--- config.mk ---
export PLATFORM = sky130hd
export DESIGN_NAME = mem_bus_arbiter
export DESIGN_NICKNAME = d
export VERILOG_FILES = /design/src/rtl/mem_bus_arbiter_pkg.sv /design/src/rtl/mem_bus_arbiter_arb2_rr.sv /design/src/rtl/mem_bus_arbiter.sv
export SDC_FILE = /design/constraint.sdc
export NUM_CORES = 1
export LEC_CHECK = 0
export BUFFER_PORTS_ARGS = -buffer_cell sky130_fd_sc_hd__buf_4
export CORE_UTILIZATION = 43
export DETAILED_ROUTE_END_ITERATION = 6
export PLACE_DENSITY = 0.8
export SYNTH_ARGS = -nofsm -noshare
export SYNTH_HDL_FRONTEND = slang
export SYNTH_SLANG_ARGS = --single-unit
--- constraint.sdc ---
create_clock -name clk -period 1.6 [get_ports clk]
set_input_delay 0 -clock clk [delete_from_list [all_inputs] [get_ports clk]]
set_output_delay 0 -clock clk [all_outputs]
set_load 0.01 [all_outputs]
--- src/rtl/mem_bus_arbiter_pkg.sv ---
// Shared types and constants for the fetch/MEM bus arbiter.
package mem_bus_arbiter_pkg;

  // Arbiter FSM states.
  typedef enum logic [1:0] {
    ST_IDLE    = 2'd0,
    ST_STROBE  = 2'd1,
    ST_RD_WAIT = 2'd2
  } state_e;

  // Owner IDs, also used as the last-grant encoding.
  localparam logic OWN_IF  = 1'b0;
  localparam logic OWN_MEM = 1'b1;

  // A fetch always reads a full word.
  localparam logic [3:0] FETCH_REN = 4'hF;

endpackage

--- src/rtl/mem_bus_arbiter_arb2_rr.sv ---
// Two-input round-robin grant: a lone request wins, a tie goes to the
// requester that did not win last time.
module arb2_rr
  import mem_bus_arbiter_pkg::*;
(
  input  logic en,
  input  logic req_if,
  input  logic req_mem,
  input  logic last_grant,
  output logic gnt_if,
  output logic gnt_mem
);

  // Combinational grant, only while the arbiter can accept a request.
  always_comb begin
    gnt_if  = 1'b0;
    gnt_mem = 1'b0;
    if (en) begin
      if (req_if && req_mem) begin
        if (last_grant == OWN_IF) gnt_mem = 1'b1;
        else                      gnt_if  = 1'b1;
      end else begin
        gnt_if  = req_if;
        gnt_mem = req_mem;
      end
    end
  end

endmodule

--- src/rtl/mem_bus_arbiter.sv ---
// Arbitrates a fetch port and a MEM-stage port onto one registered memory
// bus, one transaction at a time, with a read-response watchdog.
//
// Handshake: a requester holds *_req (and its payload) until it sees *_ready,
// which is combinational and only ever high in IDLE; there is no back-pressure
// on the bus side. *_rvalid is a one-cycle pulse to the transaction owner and
// rdata is only meaningful in that cycle (it is 0 otherwise).
module mem_bus_arbiter
  import mem_bus_arbiter_pkg::*;
#(
  parameter int unsigned TIMEOUT_CYC = 64
) (
  input  logic        clk,
  input  logic        rstn,
  input  logic        if_req,
  input  logic [31:0] if_addr,
  output logic        if_ready,
  output logic        if_rvalid,
  input  logic        mem_req,
  input  logic [3:0]  mem_ren,
  input  logic [3:0]  mem_wen,
  input  logic [31:0] mem_addr,
  input  logic [31:0] mem_wdata,
  output logic        mem_ready,
  output logic        mem_rvalid,
  output logic [31:0] rdata,
  output logic [3:0]  bus_ren,
  output logic [3:0]  bus_wen,
  output logic [31:0] bus_addr,
  output logic [31:0] bus_wdata,
  input  logic        bus_rvalid,
  input  logic [31:0] bus_rdata,
  output logic        timeout_err,
  output logic [1:0]  dbg_state
);

  localparam logic [7:0] CNT_LAST = 8'(TIMEOUT_CYC - 1);

  state_e      state_q, state_d;
  logic [7:0]  cnt_q, cnt_d;
  logic        last_grant_q, last_grant_d;
  logic        owner_q, owner_d;
  logic [3:0]  bus_ren_q, bus_ren_d;
  logic [3:0]  bus_wen_q, bus_wen_d;
  logic [31:0] bus_addr_q, bus_addr_d;
  logic [31:0] bus_wdata_q, bus_wdata_d;
  logic        rsp;
  logic        gnt_if, gnt_mem;

  arb2_rr u_arb (
    .en         (state_q == ST_IDLE),
    .req_if     (if_req),
    .req_mem    (mem_req),
    .last_grant (last_grant_q),
    .gnt_if     (gnt_if),
    .gnt_mem    (gnt_mem)
  );

  assign if_ready   = gnt_if;
  assign mem_ready  = gnt_mem;
  assign if_rvalid  = rsp && (owner_q == OWN_IF);
  assign mem_rvalid = rsp && (owner_q == OWN_MEM);
  assign bus_ren    = bus_ren_q;
  assign bus_wen    = bus_wen_q;
  assign bus_addr   = bus_addr_q;
  assign bus_wdata  = bus_wdata_q;
  assign dbg_state  = state_q;

  // Next-state, bus load and read-response/watchdog decode.
  always_comb begin
    state_d      = state_q;
    cnt_d        = cnt_q;
    last_grant_d = last_grant_q;
    owner_d      = owner_q;
    bus_ren_d    = bus_ren_q;
    bus_wen_d    = bus_wen_q;
    bus_addr_d   = bus_addr_q;
    bus_wdata_d  = bus_wdata_q;
    rsp          = 1'b0;
    rdata        = 32'h0;
    timeout_err  = 1'b0;
    case (state_q)
      ST_IDLE: begin
        cnt_d = 8'd0;
        if (gnt_if) begin
          owner_d      = OWN_IF;
          last_grant_d = OWN_IF;
          bus_addr_d   = if_addr;
          bus_wdata_d  = 32'h0;
          bus_ren_d    = FETCH_REN;
          bus_wen_d    = 4'h0;
          state_d      = ST_STROBE;
        end else if (gnt_mem) begin
          owner_d      = OWN_MEM;
          last_grant_d = OWN_MEM;
          bus_addr_d   = mem_addr;
          bus_wdata_d  = mem_wdata;
          bus_ren_d    = mem_ren;
          bus_wen_d    = mem_wen;
          state_d      = ST_STROBE;
        end
      end
      ST_STROBE: begin
        // Strobes live for exactly this one cycle; address/data stay put.
        bus_ren_d = 4'h0;
        bus_wen_d = 4'h0;
        cnt_d     = 8'd0;
        state_d   = (bus_ren_q != 4'h0) ? ST_RD_WAIT : ST_IDLE;
      end
      ST_RD_WAIT: begin
        if (bus_rvalid) begin
          rsp     = 1'b1;
          rdata   = bus_rdata;
          state_d = ST_IDLE;
        end else if (cnt_q == CNT_LAST) begin
          // Watchdog: complete the read with zero data and flag it.
          rsp         = 1'b1;
          timeout_err = 1'b1;
          state_d     = ST_IDLE;
        end else begin
          cnt_d = cnt_q + 8'd1;
        end
      end
      default: state_d = ST_IDLE;
    endcase
  end

  // State and bus registers; reset drops any transaction in flight.
  always_ff @(posedge clk or negedge rstn) begin
    if (!rstn) begin
      state_q      <= ST_IDLE;
      cnt_q        <= 8'd0;
      last_grant_q <= OWN_IF;
      owner_q      <= OWN_IF;
      bus_ren_q    <= 4'h0;
      bus_wen_q    <= 4'h0;
      bus_addr_q   <= 32'h0;
      bus_wdata_q  <= 32'h0;
    end else begin
      state_q      <= state_d;
      cnt_q        <= cnt_d;
      last_grant_q <= last_grant_d;
      owner_q      <= owner_d;
      bus_ren_q    <= bus_ren_d;
      bus_wen_q    <= bus_wen_d;
      bus_addr_q   <= bus_addr_d;
      bus_wdata_q  <= bus_wdata_d;
    end
  end

endmodule
==> results of run 1 <==
[kinds of logic (layout without fill, tap and decap cells)]
kind of cell | count (synthesis) | count (layout)
simple gates | 130 | 130
compound gates | 129 | 129
flops | 83 | 83
buf+inv | 40 | 418
mux | 3 | 3
fa+ha+maj | 1 | 1
other cells | 0 | 1
[layer usage]
layer	global-route usage [%]	routed length [µm]
met3	7.309	1561
met4	17.99	890
met2	63.34	10120
met1	38.62	6527
met5	0	0
[cell usage in the layout (no fill, tap or decap), drive strengths merged, types with 3 or more instances in the layout]
cell         instances
nand2b               4
mux2i                3
buf                290
inv                  6
o21ai               34
a21o                 3
clkinvlp             3
nand3               33
dfrtp               83
nor3                34
nand2                9
o2bb2ai              4
a22o                36
nor2                 5
a21boi               3
clkbuf              12
a21oi                8
and2                33
a31oi               32
dlygate4sd3        105
[synthesized netlist by cell type, types with 2 or more instances]
master	instances
a21bo_2	2
a21boi_2	2
a21o_1	3
a21oi_1	8
a22o_1	36
a31oi_1	32
and2_1	33
and3_1	2
and4bb_2	2
buf_2	8
buf_6	5
clkbuf_1	21
dfrtp_1	83
inv_1	4
mux2i_1	3
nand2_1	9
nand2b_1	4
nand3_1	33
nor2_1	4
nor3_1	4
nor3_2	30
o21ai_0	33
o2bb2ai_1	4
[timing repair]
item / 4_1_cts / 5_1_grt
cloned: 3 / 3
pin swaps: 10 / 34
endpoints found under the setup margin: 37 / 81
resized for setup: 33 / 69
endpoints found under the hold margin: 155 / 0
setup buffers: 9 / 5
hold buffers: 105 / 0
[metrics by stage]
stage	total power (µW)	util [%]	hold slack, ns
after floorplan	6218	-	-0.2956
after global placement	8784	67.08	-0.1081
after detailed placement	8946	67.08	-0.1068
after CTS	11040	83.02	0.05420
after global routing	12360	86.51	0.05085
final	11860	86.51	0.04585
[sequential cells by signal, indices dropped and copies added (netlist names)]
register / cells
bus_addr: 32
bus_ren: 4
bus_wdata: 32
bus_wen: 4
cnt_q: 8
dbg_state: 2
owner_q: 1
[area by class of cell]
class | instances | area [µm²]
Sequential cell | 83 | 2077
Multi-Input combinational cell | 263 | 2002
Timing Repair Buffer | 398 | 3536
Clock inverter | 6 | 72.57
Clock buffer | 10 | 127.6
Fill cell | 420 | 1246
Tap cell | 129 | 161.4
Inverter | 4 | 15.01
Antenna cell | 1 | 2.502
[worst max-delay path: stages, from the launching register on]
cell and delay, ns:
dfrtp_1 0.39, ha_2 0.21, and4bb_4 0.29, nand2_2 0.09, nor3_2 0.17, buf_4 0.16
[where the power goes]
| group | internal (µW) | leakage (µW) | switching [µW] |
|---|---|---|---|
| logic | 3300 | 0.00268 | 3320 |
| clock network | 740 | 0.0000911 | 865 |
| registers | 3000 | 0.00104 | 644 |
| total | 7040 | 0.00381 | 4830 |
[worst min path at each step]
stage               startpoint            to  slack [ns]  cells past startpoint
floorplan                 rstn   bus_addr[0]       -0.30                      0
global placement          rstn  bus_addr[24]       -0.11                      1
detailed placement        rstn  bus_addr[24]       -0.11                      1
CTS                       rstn  bus_addr[24]        0.05                      2
global route              rstn  bus_addr[24]        0.05                      2
finish                    rstn  bus_addr[29]        0.05                      2
==> impl_metrics.toml, run 1 <==
[drt]
vias = 5170
totalWireLength_mm = 19.10
ant_nets = 0
first_iter_violations = 369
vias_per_cell = 5.783
drc = 0
dr.pass1.iters = 5
wl_per_cell_um = 21.37

[worst_setup_path]
worstSetupEndpoint = "timeout_err"
worst-setup-path-type = "reg2out"
cp.arrival_ns = 1.67
r2r_end = "bus_wdata[21]"
worstReg2RegStart = "dbg_state[0]"
rrSetupSlack_ns = 0.02
rr_worst_depth = 6
path_max_fanout = 4
cp.required_ns = 1.60
setup.worst_path.start = "cnt_q[1]"
end_kind = "primary output"
startpoint_type = "flop"

[yosys]
syn_area_um2 = 4103
yosysTopAreaCell = "dfrtp_1"
synthAdderAreaFrac_pct = 0.3050
yosys.area.top_type_share_pct = 50.63
avgSynthCellArea_um2 = 10.63
synthFlopType = "dfrtp_1"
yosys.area_share.simple_pct = 21.38
ys_ff_latch = 83
yosys-top-cells-area = "dfrtp_1 (51%), a22o_1 (7.7%), nor3_2 (7.3%)"
synth.mux.area_fraction_pct = 0.7319
synth_compound_area_share_pct = 22.02
synthCells = 386
synth_enable_flop_cells = 0
async_flop_share_pct = 100.0
ys_types = 44
yosys_warnings = 0
ys_seq_area_share_pct = 50.63
synth_top_family_by_area = "compound AO/OA/AOI/OAI gates"
synth_xor_area_share_pct = 0
postSynthNetCount = 528

[timing]
hold_viol = 0
worst_slack_ns = -0.06832
rsz0062_at_grt = "yes"
worst_pin_slew_ns = 0.6277
final-setup-viol-count = 33
period_minus_slack_ns = 1.668
fin_skew_ns = 0.01203
fmax_mhz = 599.4
finalMaxSlewViolations = 0
post-route-period-util_pct = 104.3
fin_tns_setup_ns = -0.4118
maxSlewHeadroom_pct = 57.90

[placed_design]
port_buffers = 251
dpl.hpwl_mm = 9.887
gp_congestion = 0.9011
placed_area_um2 = 6198
post-place-ws_ns = 0.1369
dpl.cell_count = 752

[global_route]
grt_pass1_wl_mm = 26.69
grt_usage_pct = 35.01
grt_remaining_overflow = 0
grt_max_degree = 45
antenna_found_initial = 1
grt_pass1_vias = 5153

[floorplanning]
core_region_area_um2 = 9240
die_area_um2 = 9936
initial_core_util_pct = 44.40
rows = 35
io_pins = 252
dieWidth_um = 99.68
die_y_um = 99.68

[cts]
cts_buffer_depth = 2
root_buffer = "clkbuf_8"
cts.clk_slew.worst_paths_ns = 0.10
tritoncts = "done"
insertion_delay_ns = 0.36
cts_made_buffers = 9
cts_sinks = 83
h-tree-depth = 3

[run]
cap_violations = 0

[outcome]
status = "finished with violations"
violations = "setup timing"

[cells_and_area]
design_area_um2 = 7994
synthToLayoutAreaGrowth_pct = 94.85
nNetsFinal = 901
drive_gt1_share_pct = 51.96
fin_cells = 894

[pwr]
power_leakage_uw = 0.003806
ir_drop_uv = 826.7
powerDensity_nw_per_um2 = 1484

[hold_path]
holdCritPathClass = "in2async"
Power figures use the tool's default switching activity.
==> inputs of run 2 (changes only) <==
- CORE_ASPECT_RATIO: not set -> 0.5
==> run 2 against run 1 <==
Effect of this change:
- the run still ends with setup timing left
- cell area increased by 1.2%
- global-route usage is 4.6 points higher
- clock power up 41%
- sequential share of layout area is 0.29 points lower
- non-clock buffer count is 13 higher
- via count up 7.1%
- worst setup slack worse by 0.13 ns
- wire length is 17% higher
- critical path type is now reg2reg
- critical endpoint is now bus_addr[10]
- largest cell class unchanged
==> impl_metrics.toml, run 2 (same netlist as run 1, synthesis figures left out) <==
[cts]
cts.clk_slew.worst_paths_ns = 0.07
tritoncts = "done"
insertion_delay_ns = 0.36
root_buffer = "clkbuf_16"
cts_sinks = 83
cts_made_buffers = 9
h-tree-depth = 3
cts_buffer_depth = 2

[timing]
maxSlewHeadroom_pct = 56.47
post-route-period-util_pct = 112.3
period_minus_slack_ns = 1.796
finalMaxSlewViolations = 0
fin_skew_ns = 0.01006
hold_viol = 0
hold_ws_ns = 0.09930
fmax_mhz = 556.7
rsz0062_at_grt = "yes"
worst_slack_ns = -0.1962
worst_pin_slew_ns = 0.6529
final-setup-viol-count = 76

[pwr]
power_leakage_uw = 0.003880
power.share.clock_pct = 17.3
switchingPower_uw = 5475
intPower_uw = 7585
ir_drop_uv = 941.3
share_comb_of_total_power_pct = 53.9
p_total_uw = 13060
power_frac_seq_pct = 28.8
switching_share_pct = 41.92
powerDensity_nw_per_um2 = 1614

[outcome]
violations = "setup timing"
status = "finished with violations"

[floorplanning]
die_area_um2 = 9960
die_y_um = 71.07
initial_core_util_pct = 45.69
core_region_area_um2 = 8979
dieWidth_um = 140.1
io_pins = 252
rows = 24

[global_route]
grt_remaining_overflow = 0
grt_pass1_vias = 5525
grt_usage_pct = 39.58
grt_pass1_wl_mm = 29.92
grt_max_degree = 38
antenna_found_initial = 0

[drt]
wl_per_cell_um = 25.10
drc = 0
totalWireLength_mm = 22.44
ant_nets = 0
vias_per_cell = 6.192
dr.pass1.iters = 6
first_iter_violations = 815
vias = 5536

[worst_setup_path]
rrSetupSlack_ns = -0.20
crit_family = "buffers and inverters"
end_kind = "flop"
path_max_fanout = 21
rr_worst_depth = 5
worstReg2RegStart = "dbg_state[1]"
startpoint_type = "flop"
crit_chain = "buf_6 -> nor2_2 -> buf_4 -> nand3_1 -> a31oi_1"
slowest_delay_ns = 0.42
slowest_stage = "dfrtp_1"
cp.arrival_ns = 2.03
r2r_end = "bus_addr[10]"
cp.required_ns = 1.83
worst-setup-path-type = "reg2reg"
path_buf_inv = 2

[cells_and_area]
design_area_um2 = 8089
nFillCells = 368
n_antenna_cell = 0
synthToLayoutAreaGrowth_pct = 97.16
final_common_cell = "buf_4"
drive_gt1_share_pct = 51.61
mostFrequentLayoutCells = "buf_4 (274), dlygate4sd3_1 (105), dfrtp_1 (82), a22o_1 (36), nand3_1 (33)"
nNetsFinal = 914

[hold_path]
holdCritPathClass = "in2reg"
hold_start = "mem_req"
hold_end = "bus_ren[1]"
holdPathStages = 3

[placed_design]
placed_area_um2 = 6223
port_buffers = 251
dpl.hpwl_mm = 9.802
gp_congestion = 0.8080

[run]
cap_violations = 0
## run 2: cell count changes in the layout (fill, tap and decap cells not counted), moves of 2 or more
| cell | delta |
|---|---|
| clkbuf_8 | -9 |
| o21ai_1 | +2 |
| and2_4 | -13 |
| nor3_2 | -4 |
| buf_4 | +30 |
| clkbuf_16 | +8 |
| nor3_4 | +4 |
| buf_6 | -16 |
| and2_1 | +13 |
| o21ai_0 | -2 |
## run 2: final cells by class
type | instances | area (µm²) | share of cell area [%]
Timing Repair Buffer | 411 | 3538 | 43.74
Sequential cell | 83 | 2078 | 25.69
Multi-Input combinational cell | 263 | 2003 | 24.76
Clock buffer | 9 | 225.2 | 2.784
Tap cell | 117 | 146.4 | 1.810
Clock inverter | 7 | 82.58 | 1.021
Inverter | 4 | 15.01 | 0.1856
## run 2: routing by layer
metal | up-vias | share of wire [%] | track usage (%) | wire length, µm
met3 | 162 | 11 | 7.718 | 2395
li1 | 2205 | - | - | -
met5 | - | 0 | 0 | 0
met4 | 0 | 6.9 | 23.93 | 1549
met1 | 2587 | 35 | 44.62 | 7914
met2 | 582 | 47 | 71.06 | 10580
## run 2: worst max-delay path by stage
stage | cells after the start | slack [ns] | start | to
2_1_floorplan | 6 | 0.13 | dbg_state[0] | bus_addr[2]
3_3_place_gp | 4 | 0.18 | dbg_state[1] | bus_addr[7]
3_5_place_dp | 5 | 0.12 | dbg_state[0] | bus_addr[4]
4_1_cts | 7 | -0.10 | dbg_state[0] | rdata[22]
5_1_grt | 6 | -0.18 | dbg_state[0] | rdata[9]
6_report | 5 | -0.20 | dbg_state[1] | bus_addr[10]
## run 2: tightest hold or removal path: cells and delay by family
kind,cells,cell delay [ns]
compound gates,2,0.26
buf+inv,1,0.16
## run 2: power groups by stage
| stage | Sequential, µW | Combinational, µW | Clock, µW |
|---|---|---|---|
| after CTS | 3580 | 6070 | 2170 |
| after global routing | 3800 | 7240 | 2330 |
| after floorplan | 3910 | 2310 | 0 |
| after detailed placement | 3570 | 5450 | 0 |
| final | 3760 | 7040 | 2260 |
| after global placement | 3560 | 5330 | 0 |
## run 2: what timing repair did
action                     in CTS  in global routing
pin swaps                      12                 19
hold endpoints to repair      106                  0
hold buffers                  105                  0
setup buffers                  11                 21
resized for setup              51                 29
setup endpoints to repair      37                104
cloned                          3                  1
## run 2: per-stage QoR
stage	std cells	setup TNS, ns	setup slack [ns]	util [%]
6_report	894	-4.442	-0.1962	90.09
5_1_grt	894	-6.147	-0.1790	90.09
4_1_cts	877	-3.065	-0.1007	88.20
3_5_place_dp	742	0	0.1233	69.31
3_3_place_gp	742	0	0.1782	69.31
2_1_floorplan	386	0	0.1289	-
==> inputs of run 3 (changes only) <==
- PLACE_DENSITY: 0.8 -> not set
- PLACE_DENSITY_LB_ADDON: not set -> 0.2
==> run 3 against run 2 <==
Effect of this change:
- the flow still finishes with violations (setup timing)
- die area did not move
- global-route usage fell by 6.0 points
- first-iteration DRC count fell by 51%
- total power rose by 0.10%
- sequential cell count did not move
- worst setup slack improved by 0.10 ns
- critical path type is now reg2out
- largest power group unchanged
==> impl_metrics.toml, run 3 (same netlist as run 1, synthesis figures left out) <==
[worst_setup_path]
slowest_stage = "dfrtp_1"
path_max_fanout = 8
worst-setup-path-type = "reg2out"
rr_worst_depth = 5
startpoint_type = "flop"
r2r_end = "bus_addr[27]"
crit_family = "buffers and inverters"
worstSetupEndpoint = "rdata[26]"
setup.worst_path.start = "dbg_state[0]"
slowest_delay_ns = 0.42
cp.required_ns = 1.60
rrSetupSlack_ns = -0.04
cp.arrival_ns = 1.69
path_buf_inv = 4
path_common_cell = "buf_6"
end_kind = "primary output"
crit_cells = 7
worstReg2RegStart = "dbg_state[0]"
crit_chain = "buf_6 -> nand2b_4 -> nor2_4 -> buf_12 -> clkbuf_16 -> and2_4 -> buf_6"

[cells_and_area]
n_antenna_cell = 0
mostFrequentLayoutCells = "buf_4 (245), dlygate4sd3_1 (105), dfrtp_1 (82), a22o_1 (36), buf_6 (34)"
synthToLayoutAreaGrowth_pct = 100.0
fin_cells = 883
nNetsFinal = 903
final_common_cell = "buf_4"
drive_gt1_share_pct = 51.83
nFillCells = 331

[global_route]
grt_remaining_overflow = 0
top_usage_layer = "met2"
antenna_found_initial = 0
grt_usage_pct = 33.58
grt_max_degree = 42
grt_util_met1_pct = 39.20
grtUsageMet3_pct = 8.599
grtUsageMet2_pct = 60.83
grt_pass1_vias = 5116
grt_pass1_wl_mm = 26.24

[drt]
wl_per_cell_um = 22.33
dr.pass1.iters = 5
ant_nets = 0
totalWireLength_mm = 19.71
first_iter_violations = 397
vias = 5210
drc = 0
vias_per_cell = 5.900

[pwr]
ir_drop_uv = 970.1
power_leakage_uw = 0.003912
p_total_uw = 13070
powerDensity_nw_per_um2 = 1593

[timing]
fin_skew_ns = 0.01061
finalMaxSlewViolations = 0
hold_ws_ns = 0.1142
maxSlewHeadroom_pct = 67.83
period_minus_slack_ns = 1.692
post-route-period-util_pct = 105.8
fmax_mhz = 590.9
final-setup-viol-count = 40
fin_tns_setup_ns = -2.512
hold_viol = 0
worst_pin_slew_ns = 0.4826
rsz0062_at_grt = "yes"
worst_slack_ns = -0.09225

[cts]
tritoncts = "done"
root_buffer = "clkbuf_16"
cts.clk_slew.worst_paths_ns = 0.07
h-tree-depth = 3
insertion_delay_ns = 0.35
cts_buffer_depth = 2
cts_sinks = 83
cts_made_buffers = 9

[hold_path]
holdCritPathClass = "in2reg"
hold_start = "mem_req"

[placed_design]
dpl.cell_count = 738
dpl.hpwl_mm = 9.194
gp_congestion = 0.8635
port_buffers = 251

[floorplanning]
dieWidth_um = 140.1
die_y_um = 71.07
rows = 24
die_area_um2 = 9960
io_pins = 252
core_region_area_um2 = 8979
initial_core_util_pct = 45.69

[run]
cap_violations = 0

[outcome]
violations = "setup timing"
status = "finished with violations"
[run 3: cell count changes in the layout (fill, tap and decap cells not counted), moves of 3 or more]
cell       change
buf_12         +4
bufinv_16      +3
nor3_4         -4
buf_6         +10
buf_4         -29
and2_4        +13
and2_1        -13
nor3_2         +3
[run 3: power by group]
group	switching, µW	internal [µW]
sequential	684	3010
clock	914	1690
combinational	3380	3400
[run 3: repair_timing]
action                     CTS  global route
gates resized for setup     14            79
hold endpoints to repair   141             1
cloned                       3             3
buffers inserted            10            10
setup endpoints to repair   37            84
pin swaps                    5            37
hold buffers               104             1
[run 3: cell type report]
class                      instances  area [µm²]  area share, %
clock buffer                      10       229.0          2.790
clock inverter                     6       136.4          1.662
inverter                           4       15.01         0.1830
multi-input combinational        263        1983          24.17
sequential                        83        2078          25.32
tap                              117       146.4          1.784
timing repair buffer             400        3618          44.09
[run 3: tightest hold or removal path, stage by stage]
cell and delay, ns:
buf_4 0.14, o31ai_4 0.12, o2bb2ai_1 0.15
[run 3: worst min-delay path by stage]
stage / to / cells after the start
final: bus_ren[0] / 3
after global routing: bus_ren[0] / 3
after CTS: bus_ren[3] / 3
after detailed placement: bus_addr[4] / 1
after global placement: bus_addr[4] / 1
after floorplan: bus_addr[0] / 0
[run 3: routing by layer]
layer | share of wire, % | routed length [µm] | up-vias
li1 | - | - | 2185
met1 | 37 | 7311 | 2538
met2 | 50 | 9906 | 393
met3 | 8.5 | 1679 | 94
met4 | 4.1 | 815 | 0
met5 | 0 | 0 | -
[run 3: stage by stage]
| stage | instance area, µm² | utilization, % | setup WS [ns] |
|---|---|---|---|
| 6_report | 8207 | 91.40 | -0.09225 |
| 5_1_grt | 8207 | 91.40 | -0.1316 |
| 4_1_cts | 7843 | 87.35 | -0.03099 |
| 3_5_place_dp | 6218 | 69.26 | 0.1200 |
| 3_3_place_gp | 6218 | 69.26 | 0.1591 |
| 2_1_floorplan | 4103 | - | 0.1289 |
